--- src/rtl/leaf_stream_adapter_if.sv ---
// Stream bundle between the leaf interface, the adapter and the HLS kernel.
// master = adapter side, slave = leaf interface plus kernel side.
interface leaf_stream_adapter_if #(
  parameter int PAYLOAD_BITS  = 32,
  parameter int NUM_IN_PORTS  = 1,
  parameter int NUM_OUT_PORTS = 1
);
  logic [NUM_IN_PORTS*PAYLOAD_BITS-1:0]  dout_leaf_interface2user;
  logic [NUM_IN_PORTS-1:0]               vld_interface2user;
  logic [NUM_IN_PORTS-1:0]               ack_user2interface;
  logic [NUM_OUT_PORTS*PAYLOAD_BITS-1:0] din_leaf_user2interface;
  logic [NUM_OUT_PORTS-1:0]              vld_user2interface;
  logic [NUM_OUT_PORTS-1:0]              ack_interface2user;
  logic [NUM_IN_PORTS*PAYLOAD_BITS-1:0]  kern_in_data;
  logic [NUM_IN_PORTS-1:0]               kern_in_vld;
  logic [NUM_IN_PORTS-1:0]               kern_in_ack;
  logic [NUM_OUT_PORTS*PAYLOAD_BITS-1:0] kern_out_data;
  logic [NUM_OUT_PORTS-1:0]              kern_out_vld;
  logic [NUM_OUT_PORTS-1:0]              kern_out_ack;

  modport master (
    input  dout_leaf_interface2user, vld_interface2user, ack_interface2user,
           kern_in_ack, kern_out_data, kern_out_vld,
    output ack_user2interface, din_leaf_user2interface, vld_user2interface,
           kern_in_data, kern_in_vld, kern_out_ack
  );

  modport slave (
    output dout_leaf_interface2user, vld_interface2user, ack_interface2user,
           kern_in_ack, kern_out_data, kern_out_vld,
    input  ack_user2interface, din_leaf_user2interface, vld_user2interface,
           kern_in_data, kern_in_vld, kern_out_ack
  );
endinterface

--- src/rtl/leaf_stream_adapter.sv ---
// Leaf stream <-> HLS ap_vld/ap_ack adapter: per-channel FWFT FIFOs plus ap_start FSM.
// Optional per-port word counters are enabled with `define LEAF_ADAPTER_STATS_EN.
module leaf_stream_adapter_fifo #(
  parameter int WIDTH     = 32,
  parameter int DEPTH     = 4,
  parameter int ADDR_BITS = 2
) (
  input  logic             clk_i,
  input  logic             reset_i,
  input  logic             push_i,
  input  logic [WIDTH-1:0] wdata_i,
  input  logic             pop_i,
  output logic [WIDTH-1:0] rdata_o,
  output logic             full_o,
  output logic             empty_o
);
  localparam int CW = ADDR_BITS + 1;

  logic [WIDTH-1:0]     mem_q [DEPTH];
  logic [ADDR_BITS-1:0] wr_ptr_q, wr_ptr_d, rd_ptr_q, rd_ptr_d;
  logic [CW-1:0]        count_q, count_d;

  assign full_o  = (count_q == CW'(DEPTH));
  assign empty_o = (count_q == '0);
  // Head is forced to zero while empty so stale storage never leaks out.
  assign rdata_o = empty_o ? '0 : mem_q[rd_ptr_q];

  always_comb begin
    wr_ptr_d = wr_ptr_q + ADDR_BITS'(push_i);
    rd_ptr_d = rd_ptr_q + ADDR_BITS'(pop_i);
    count_d  = count_q + CW'(push_i) - CW'(pop_i);
  end

  always_ff @(posedge clk_i) begin
    if (reset_i) begin
      wr_ptr_q <= '0;
      rd_ptr_q <= '0;
      count_q  <= '0;
    end else begin
      wr_ptr_q <= wr_ptr_d;
      rd_ptr_q <= rd_ptr_d;
      count_q  <= count_d;
    end
  end

  always_ff @(posedge clk_i) begin
    if (push_i) mem_q[wr_ptr_q] <= wdata_i;
  end
endmodule

module leaf_stream_adapter #(
  parameter int PAYLOAD_BITS   = 32,
  parameter int NUM_IN_PORTS   = 1,
  parameter int NUM_OUT_PORTS  = 1,
  parameter int FIFO_DEPTH     = 4,
  parameter int FIFO_ADDR_BITS = 2
) (
  input  logic clk,
  input  logic reset,
  input  logic ap_start,
  leaf_stream_adapter_if.master bus,
  output logic kern_ap_start,
  output logic busy
`ifdef LEAF_ADAPTER_STATS_EN
  ,
  output logic [NUM_IN_PORTS*32-1:0]  in_word_cnt,
  output logic [NUM_OUT_PORTS*32-1:0] out_word_cnt
`endif
);
  localparam logic [1:0] ST_IDLE  = 2'd0;
  localparam logic [1:0] ST_RUN   = 2'd1;
  localparam logic [1:0] ST_DRAIN = 2'd2;

  logic [1:0] state_q, state_d;
  logic       active;
  logic       out_quiet;

  logic [NUM_IN_PORTS-1:0]  in_full, in_empty, in_push, in_pop;
  logic [NUM_OUT_PORTS-1:0] out_full, out_empty, out_push, out_pop;
  logic [NUM_IN_PORTS*PAYLOAD_BITS-1:0]  in_head;
  logic [NUM_OUT_PORTS*PAYLOAD_BITS-1:0] out_head;

  assign active = (state_q == ST_RUN) || (state_q == ST_DRAIN);

  // Acks depend only on FIFO status and state, never on the opposite-side valid.
  assign bus.ack_user2interface = ~in_full;
  assign bus.kern_in_vld        = ~in_empty & {NUM_IN_PORTS{active}};
  assign bus.kern_out_ack       = ~out_full & {NUM_OUT_PORTS{active}};
  assign bus.vld_user2interface = ~out_empty;
  assign bus.kern_in_data            = in_head;
  assign bus.din_leaf_user2interface = out_head;

  assign in_push  = bus.vld_interface2user & ~in_full;
  assign in_pop   = bus.kern_in_vld & bus.kern_in_ack;
  assign out_push = bus.kern_out_vld & bus.kern_out_ack;
  assign out_pop  = bus.vld_user2interface & bus.ack_interface2user;

  for (genvar i = 0; i < NUM_IN_PORTS; i++) begin : g_in
    leaf_stream_adapter_fifo #(
      .WIDTH    (PAYLOAD_BITS),
      .DEPTH    (FIFO_DEPTH),
      .ADDR_BITS(FIFO_ADDR_BITS)
    ) u_fifo (
      .clk_i  (clk),
      .reset_i(reset),
      .push_i (in_push[i]),
      .wdata_i(bus.dout_leaf_interface2user[i*PAYLOAD_BITS +: PAYLOAD_BITS]),
      .pop_i  (in_pop[i]),
      .rdata_o(in_head[i*PAYLOAD_BITS +: PAYLOAD_BITS]),
      .full_o (in_full[i]),
      .empty_o(in_empty[i])
    );
  end

  for (genvar j = 0; j < NUM_OUT_PORTS; j++) begin : g_out
    leaf_stream_adapter_fifo #(
      .WIDTH    (PAYLOAD_BITS),
      .DEPTH    (FIFO_DEPTH),
      .ADDR_BITS(FIFO_ADDR_BITS)
    ) u_fifo (
      .clk_i  (clk),
      .reset_i(reset),
      .push_i (out_push[j]),
      .wdata_i(bus.kern_out_data[j*PAYLOAD_BITS +: PAYLOAD_BITS]),
      .pop_i  (out_pop[j]),
      .rdata_o(out_head[j*PAYLOAD_BITS +: PAYLOAD_BITS]),
      .full_o (out_full[j]),
      .empty_o(out_empty[j])
    );
  end

  assign out_quiet = (&out_empty) && !(|bus.kern_out_vld);

  always_comb begin
    state_d = state_q;
    unique case (state_q)
      ST_IDLE:  if (ap_start) state_d = ST_RUN;
      ST_RUN:   if (!ap_start) state_d = ST_DRAIN;
      ST_DRAIN: begin
        if (ap_start)       state_d = ST_RUN;
        else if (out_quiet) state_d = ST_IDLE;
      end
      default:  state_d = ST_IDLE;
    endcase
  end

  always_ff @(posedge clk) begin
    if (reset) state_q <= ST_IDLE;
    else       state_q <= state_d;
  end

  assign kern_ap_start = (state_q == ST_RUN);
  assign busy          = (state_q != ST_IDLE);

`ifdef LEAF_ADAPTER_STATS_EN
  logic [NUM_IN_PORTS*32-1:0]  in_cnt_q;
  logic [NUM_OUT_PORTS*32-1:0] out_cnt_q;

  always_ff @(posedge clk) begin
    if (reset) begin
      in_cnt_q  <= '0;
      out_cnt_q <= '0;
    end else begin
      for (int unsigned i = 0; i < NUM_IN_PORTS; i++)
        if (in_push[i]) in_cnt_q[i*32 +: 32] <= in_cnt_q[i*32 +: 32] + 32'd1;
      for (int unsigned j = 0; j < NUM_OUT_PORTS; j++)
        if (out_pop[j]) out_cnt_q[j*32 +: 32] <= out_cnt_q[j*32 +: 32] + 32'd1;
    end
  end

  assign in_word_cnt  = in_cnt_q;
  assign out_word_cnt = out_cnt_q;
`endif
endmodule

--- src/flat_wrapper.sv ---
// flat-port wrapper written by rule: the top's interface ports become plain ports
module leaf_stream_adapter_flat 
#(
  parameter int PAYLOAD_BITS   = 32,
  parameter int NUM_IN_PORTS   = 1,
  parameter int NUM_OUT_PORTS  = 1,
  parameter int FIFO_DEPTH     = 4,
  parameter int FIFO_ADDR_BITS = 2
)
  (clk, reset, ap_start, kern_ap_start, busy, bus_dout_leaf_interface2user, bus_vld_interface2user, bus_ack_interface2user, bus_kern_in_ack, bus_kern_out_data, bus_kern_out_vld, bus_ack_user2interface, bus_din_leaf_user2interface, bus_vld_user2interface, bus_kern_in_data, bus_kern_in_vld, bus_kern_out_ack);
  leaf_stream_adapter_if #(.PAYLOAD_BITS(PAYLOAD_BITS), .NUM_IN_PORTS(NUM_IN_PORTS), .NUM_OUT_PORTS(NUM_OUT_PORTS)) bus_i ();
  input  logic clk;
  input  logic reset;
  input  logic ap_start;
  output logic kern_ap_start;
  output logic busy;
  input wire logic [$bits(bus_i.dout_leaf_interface2user)-1:0] bus_dout_leaf_interface2user;
  input wire logic [$bits(bus_i.vld_interface2user)-1:0] bus_vld_interface2user;
  input wire logic [$bits(bus_i.ack_interface2user)-1:0] bus_ack_interface2user;
  input wire logic [$bits(bus_i.kern_in_ack)-1:0] bus_kern_in_ack;
  input wire logic [$bits(bus_i.kern_out_data)-1:0] bus_kern_out_data;
  input wire logic [$bits(bus_i.kern_out_vld)-1:0] bus_kern_out_vld;
  output wire logic [$bits(bus_i.ack_user2interface)-1:0] bus_ack_user2interface;
  output wire logic [$bits(bus_i.din_leaf_user2interface)-1:0] bus_din_leaf_user2interface;
  output wire logic [$bits(bus_i.vld_user2interface)-1:0] bus_vld_user2interface;
  output wire logic [$bits(bus_i.kern_in_data)-1:0] bus_kern_in_data;
  output wire logic [$bits(bus_i.kern_in_vld)-1:0] bus_kern_in_vld;
  output wire logic [$bits(bus_i.kern_out_ack)-1:0] bus_kern_out_ack;
  assign bus_i.dout_leaf_interface2user = bus_dout_leaf_interface2user;
  assign bus_i.vld_interface2user = bus_vld_interface2user;
  assign bus_i.ack_interface2user = bus_ack_interface2user;
  assign bus_i.kern_in_ack = bus_kern_in_ack;
  assign bus_i.kern_out_data = bus_kern_out_data;
  assign bus_i.kern_out_vld = bus_kern_out_vld;
  assign bus_ack_user2interface = bus_i.ack_user2interface;
  assign bus_din_leaf_user2interface = bus_i.din_leaf_user2interface;
  assign bus_vld_user2interface = bus_i.vld_user2interface;
  assign bus_kern_in_data = bus_i.kern_in_data;
  assign bus_kern_in_vld = bus_i.kern_in_vld;
  assign bus_kern_out_ack = bus_i.kern_out_ack;
  leaf_stream_adapter #(.PAYLOAD_BITS(PAYLOAD_BITS), .NUM_IN_PORTS(NUM_IN_PORTS), .NUM_OUT_PORTS(NUM_OUT_PORTS), .FIFO_DEPTH(FIFO_DEPTH), .FIFO_ADDR_BITS(FIFO_ADDR_BITS)) u_core (.clk(clk), .reset(reset), .ap_start(ap_start), .bus(bus_i), .kern_ap_start(kern_ap_start), .busy(busy));
endmodule
--- config.mk ---
export PLATFORM = sky130hd
export DESIGN_NAME = leaf_stream_adapter_flat
export DESIGN_NICKNAME = d
export VERILOG_FILES = /design/src/rtl/leaf_stream_adapter_if.sv /design/src/rtl/leaf_stream_adapter.sv /design/src/flat_wrapper.sv
export SDC_FILE = /design/constraint.sdc
export NUM_CORES = 1
export LEC_CHECK = 0
export BUFFER_PORTS_ARGS = -buffer_cell sky130_fd_sc_hd__buf_2
export CAP_MARGIN = 5
export CORE_UTILIZATION = 50
export DETAILED_ROUTE_END_ITERATION = 16
export PLACE_DENSITY_LB_ADDON = 0.12
export SYNTH_ARGS = -nofsm -noshare
export SYNTH_HDL_FRONTEND = slang
export SYNTH_SLANG_ARGS = --single-unit
--- constraint.sdc ---
create_clock -name clk -period 7.48 [get_ports clk]
set_input_delay 1.87 -clock clk [delete_from_list [all_inputs] [get_ports clk]]
set_output_delay 1.87 -clock clk [all_outputs]
set_load 0.1 [all_outputs]
==> parameters.txt <==
Parameter                              Value

Outcome
  Result of the run ... finished clean

Route
  Length of the first detailed-routing pass in iterations ... 4
  Average via count per standard cell ... 5.39
  Average wire per standard cell ... 19.8 µm
  Remaining number of nets flagged by the antenna check after routing ... 0
  Via count of the routed design ... 5123
  DRC violation count after routing ... 0
  Wire length after detailed routing ... 18800 µm
  Initial DRC count ... 201

Floorplan
  Number of standard-cell rows in the floorplan ... 52
  Count of pins on the block boundary ... 141
  Initial Utilization ... 0.518
  Core box area ... 20500 µm²
  Die width ... 148 µm
  Die height ... 148 µm
  Die Outline Area ... 21800 µm²

Synthesis
  Most common cell in the netlist ... sky130_fd_sc_hd__edfxtp_1
  Top area cells in the synthesized netlist ... sky130_fd_sc_hd__edfxtp_1 (72%), sky130_fd_sc_hd__mux4_2 (14%), sky130_fd_sc_hd__nor2b_1 (4.2%), sky130_fd_sc_hd__dfxtp_1 (3.0%), sky130_fd_sc_hd__ha_1 (1.3%)
  Dominant synthesized flop cell ... sky130_fd_sc_hd__edfxtp_1
  Total nets after synthesis ... 591
  Number of instances in the synthesized netlist ... 507
  Area leader, netlist ... sky130_fd_sc_hd__edfxtp_1
  Average cell area after synthesis ... 20.9 µm²
  Async SR Flop Fraction ... 0
  YS warnings ... 0
  Number of flops mapped to enable cells by yosys ... 256
  Post-synth cell types ... 31
  Synth top cells by count ... sky130_fd_sc_hd__edfxtp_1 (256), sky130_fd_sc_hd__nor2b_1 (71), sky130_fd_sc_hd__mux4_2 (64)
  Synthesis-stage register bit count ... 272
  Register area share after synthesis ... 0.754
  Combined area of all synthesized cells ... 10600 µm²
  Area share of the largest cell type after synthesis ... 0.724

GRT
  Wire length of the first global-routing pass ... 29900 µm
  Grt ovf ... 0
  Aggregate global-route resource usage ... 0.181
  Via count of the first global-routing pass ... 5649
  Number of antenna violations at the first check in global routing ... 2
  Pin count of the biggest net entering global routing ... 35

Critical path
  Data required, critical path ... 5.61 ns
  Capturing element type of the critical path ... output pin
  Kind of critical path ... reg2out
  Arrival @ worst endpoint ... 2.51 ns
  Crit start category ... flip-flop
  Largest fanout on the critical path ... 33

Place
  HPWL after detailed placement ... 11000 µm
  Placer Congestion ... 0.684
  Placed cell areas ... 11600 µm²
  Count of buffers from port buffering ... 140

Cells and area
  Share of final-layout standard cells stronger than drive strength 1 ... 0.395
  Final #Nets ... 744
  Area overhead of the layout relative to synthesis ... 17.2%
  Number of fill cells ... 1512
  Cell area after layout ... 12400 µm²

Clocking
  CTS root buffer ... sky130_fd_sc_hd__clkbuf_16
  Number of instances resized during post-cts repair ... 0
  Clock tree sinks ... 272
  Total CTS buffers ... 27
  Clock insertion delay at the later pin of the skew report ... 0.52 ns
  Buffer depth of the longest clock path ... 3
  Number of buffers inserted by hold repair at cts ... 0
  Post-CTS Repair Setup Buffers ... 0
  Maximum level of the CTS H-tree ... 1
  TritonCTS clock tree ... built
  Clock-pin slew reported for the worst setup and hold paths after clock tree synthesis ... 0.06 ns

STA
  Max-slew violation total from the final report ... 0
  Slew @ Worst Pin ... 1.10 ns
  Tmin final ... 4.38 ns
  Worst rel slew slack ... 0.266
  Setup repair after global routing missed its margin ... false
  Hold Violations, Final ... 0
  Total negative slack ... 0 ns
  Achievable clock frequency ... 0.229 GHz
  Final setup fails ... 0
  Final Skew ... 0.00716 ns
  Portion of the clock cycle consumed by the worst path in the final layout ... 0.585

Worst hold path
  Worst hold path type ... reg2reg

Run
  Count of maximum capacitance violations ... 0
placed cells by master, fill, tap and decap left out, types with 3 or more instances in the layout:
cell                        instances
sky130_fd_sc_hd__dfxtp_2            4
sky130_fd_sc_hd__edfxtp_1         256
sky130_fd_sc_hd__nor3b_2            3
sky130_fd_sc_hd__mux4_2            64
sky130_fd_sc_hd__clkinv_2           5
sky130_fd_sc_hd__inv_1             14
sky130_fd_sc_hd__nor3_1             5
sky130_fd_sc_hd__ha_1              11
sky130_fd_sc_hd__nor2b_1           71
sky130_fd_sc_hd__clkbuf_16         27
sky130_fd_sc_hd__nor2_1             9
sky130_fd_sc_hd__clkbuf_1           6
sky130_fd_sc_hd__dfxtp_1           12
sky130_fd_sc_hd__clkinv_1           6
sky130_fd_sc_hd__buf_2            140
sky130_fd_sc_hd__xnor2_1            4
sky130_fd_sc_hd__buf_4              8
registers in the layout (all words and copies together), names as in the netlist:
name,flops
u_core.g_in.u_fifo.mem_q,128
u_core.g_out.u_fifo.mem_q,128
u_core.g_in.u_fifo.count_q,3
u_core.g_out.u_fifo.count_q,3
u_core.g_in.u_fifo.rd_ptr_q,2
u_core.g_in.u_fifo.wr_ptr_q,2
u_core.g_out.u_fifo.rd_ptr_q,2
u_core.g_out.u_fifo.wr_ptr_q,2
u_core.state_q,2
cell type report:
| cell class | count | area, µm² | share of cell area |
|---|---|---|---|
| clock buffers | 33 | 698 | 0.0561 |
| clock inverters | 15 | 124 | 0.00996 |
| well taps | 270 | 338 | 0.0272 |
| inverters | 15 | 56.3 | 0.00453 |
| diodes | 2 | 5.00 | 0.000402 |
| flip-flops and latches | 272 | 8010 | 0.644 |
| multi-input cells | 196 | 2450 | 0.197 |
| repair buffers | 148 | 761 | 0.0611 |
critical path: stages, from the launching register on:
cell                      delay [ns]
sky130_fd_sc_hd__dfxtp_2        0.95
sky130_fd_sc_hd__mux4_2         0.35
sky130_fd_sc_hd__nor2b_1        0.21
sky130_fd_sc_hd__buf_2          0.47
logic make-up after synthesis:
logic type,count (synthesis),share of synthesized area
AO/OA/AOI/OAI,7,0.00672
XOR/XNOR,6,0.00495
adder cells (fa/ha/maj),13,0.0167
buffers and inverters,39,0.0203
flip-flops,272,0.754
multiplexers,66,0.138
AND/OR/NAND/NOR,104,0.0595
final timing paths:
kind / endpoint / slack (ns) / from / depth (start not counted)
max: bus_din_leaf_user2interface[11] / 3.10 / u_core.g_out[0].u_fifo.rd_ptr_q[1]$_SDFF_PP0_ / 3
min: u_core.state_q[1]$_SDFFE_PP0P_ / 0.55 / u_core.state_q[1]$_SDFFE_PP0P_ / 2
max reg2reg: u_core.g_out[0].u_fifo.count_q[2]$_SDFF_PP0_ / 4.84 / u_core.g_out[0].u_fifo.count_q[1]$_SDFF_PP0_ / 11
min reg2reg: u_core.state_q[1]$_SDFFE_PP0P_ / 0.55 / u_core.state_q[1]$_SDFFE_PP0P_ / 2
through the flow:
step,util,worst slack [ns],hold slack (ns),cells
floorplan,-,2.58,0.485,507
global placement,0.567,3.62,0.499,901
detailed placement,0.567,3.59,0.553,901
CTS,0.607,3.04,0.563,949
global route,0.607,2.96,0.575,950
finish,0.607,3.10,0.549,951
metal layers:
metal	up-vias	track usage	wire, µm
met5	-	0	0
met4	0	0.0490	446
met3	31	0.0488	1400
met2	152	0.329	9830
met1	2625	0.210	7120
li1	2315	-	-
Power is left out: the tool's default activity adds up to more than one toggle a clock period on the data nets, which glitch-free logic cannot reach.
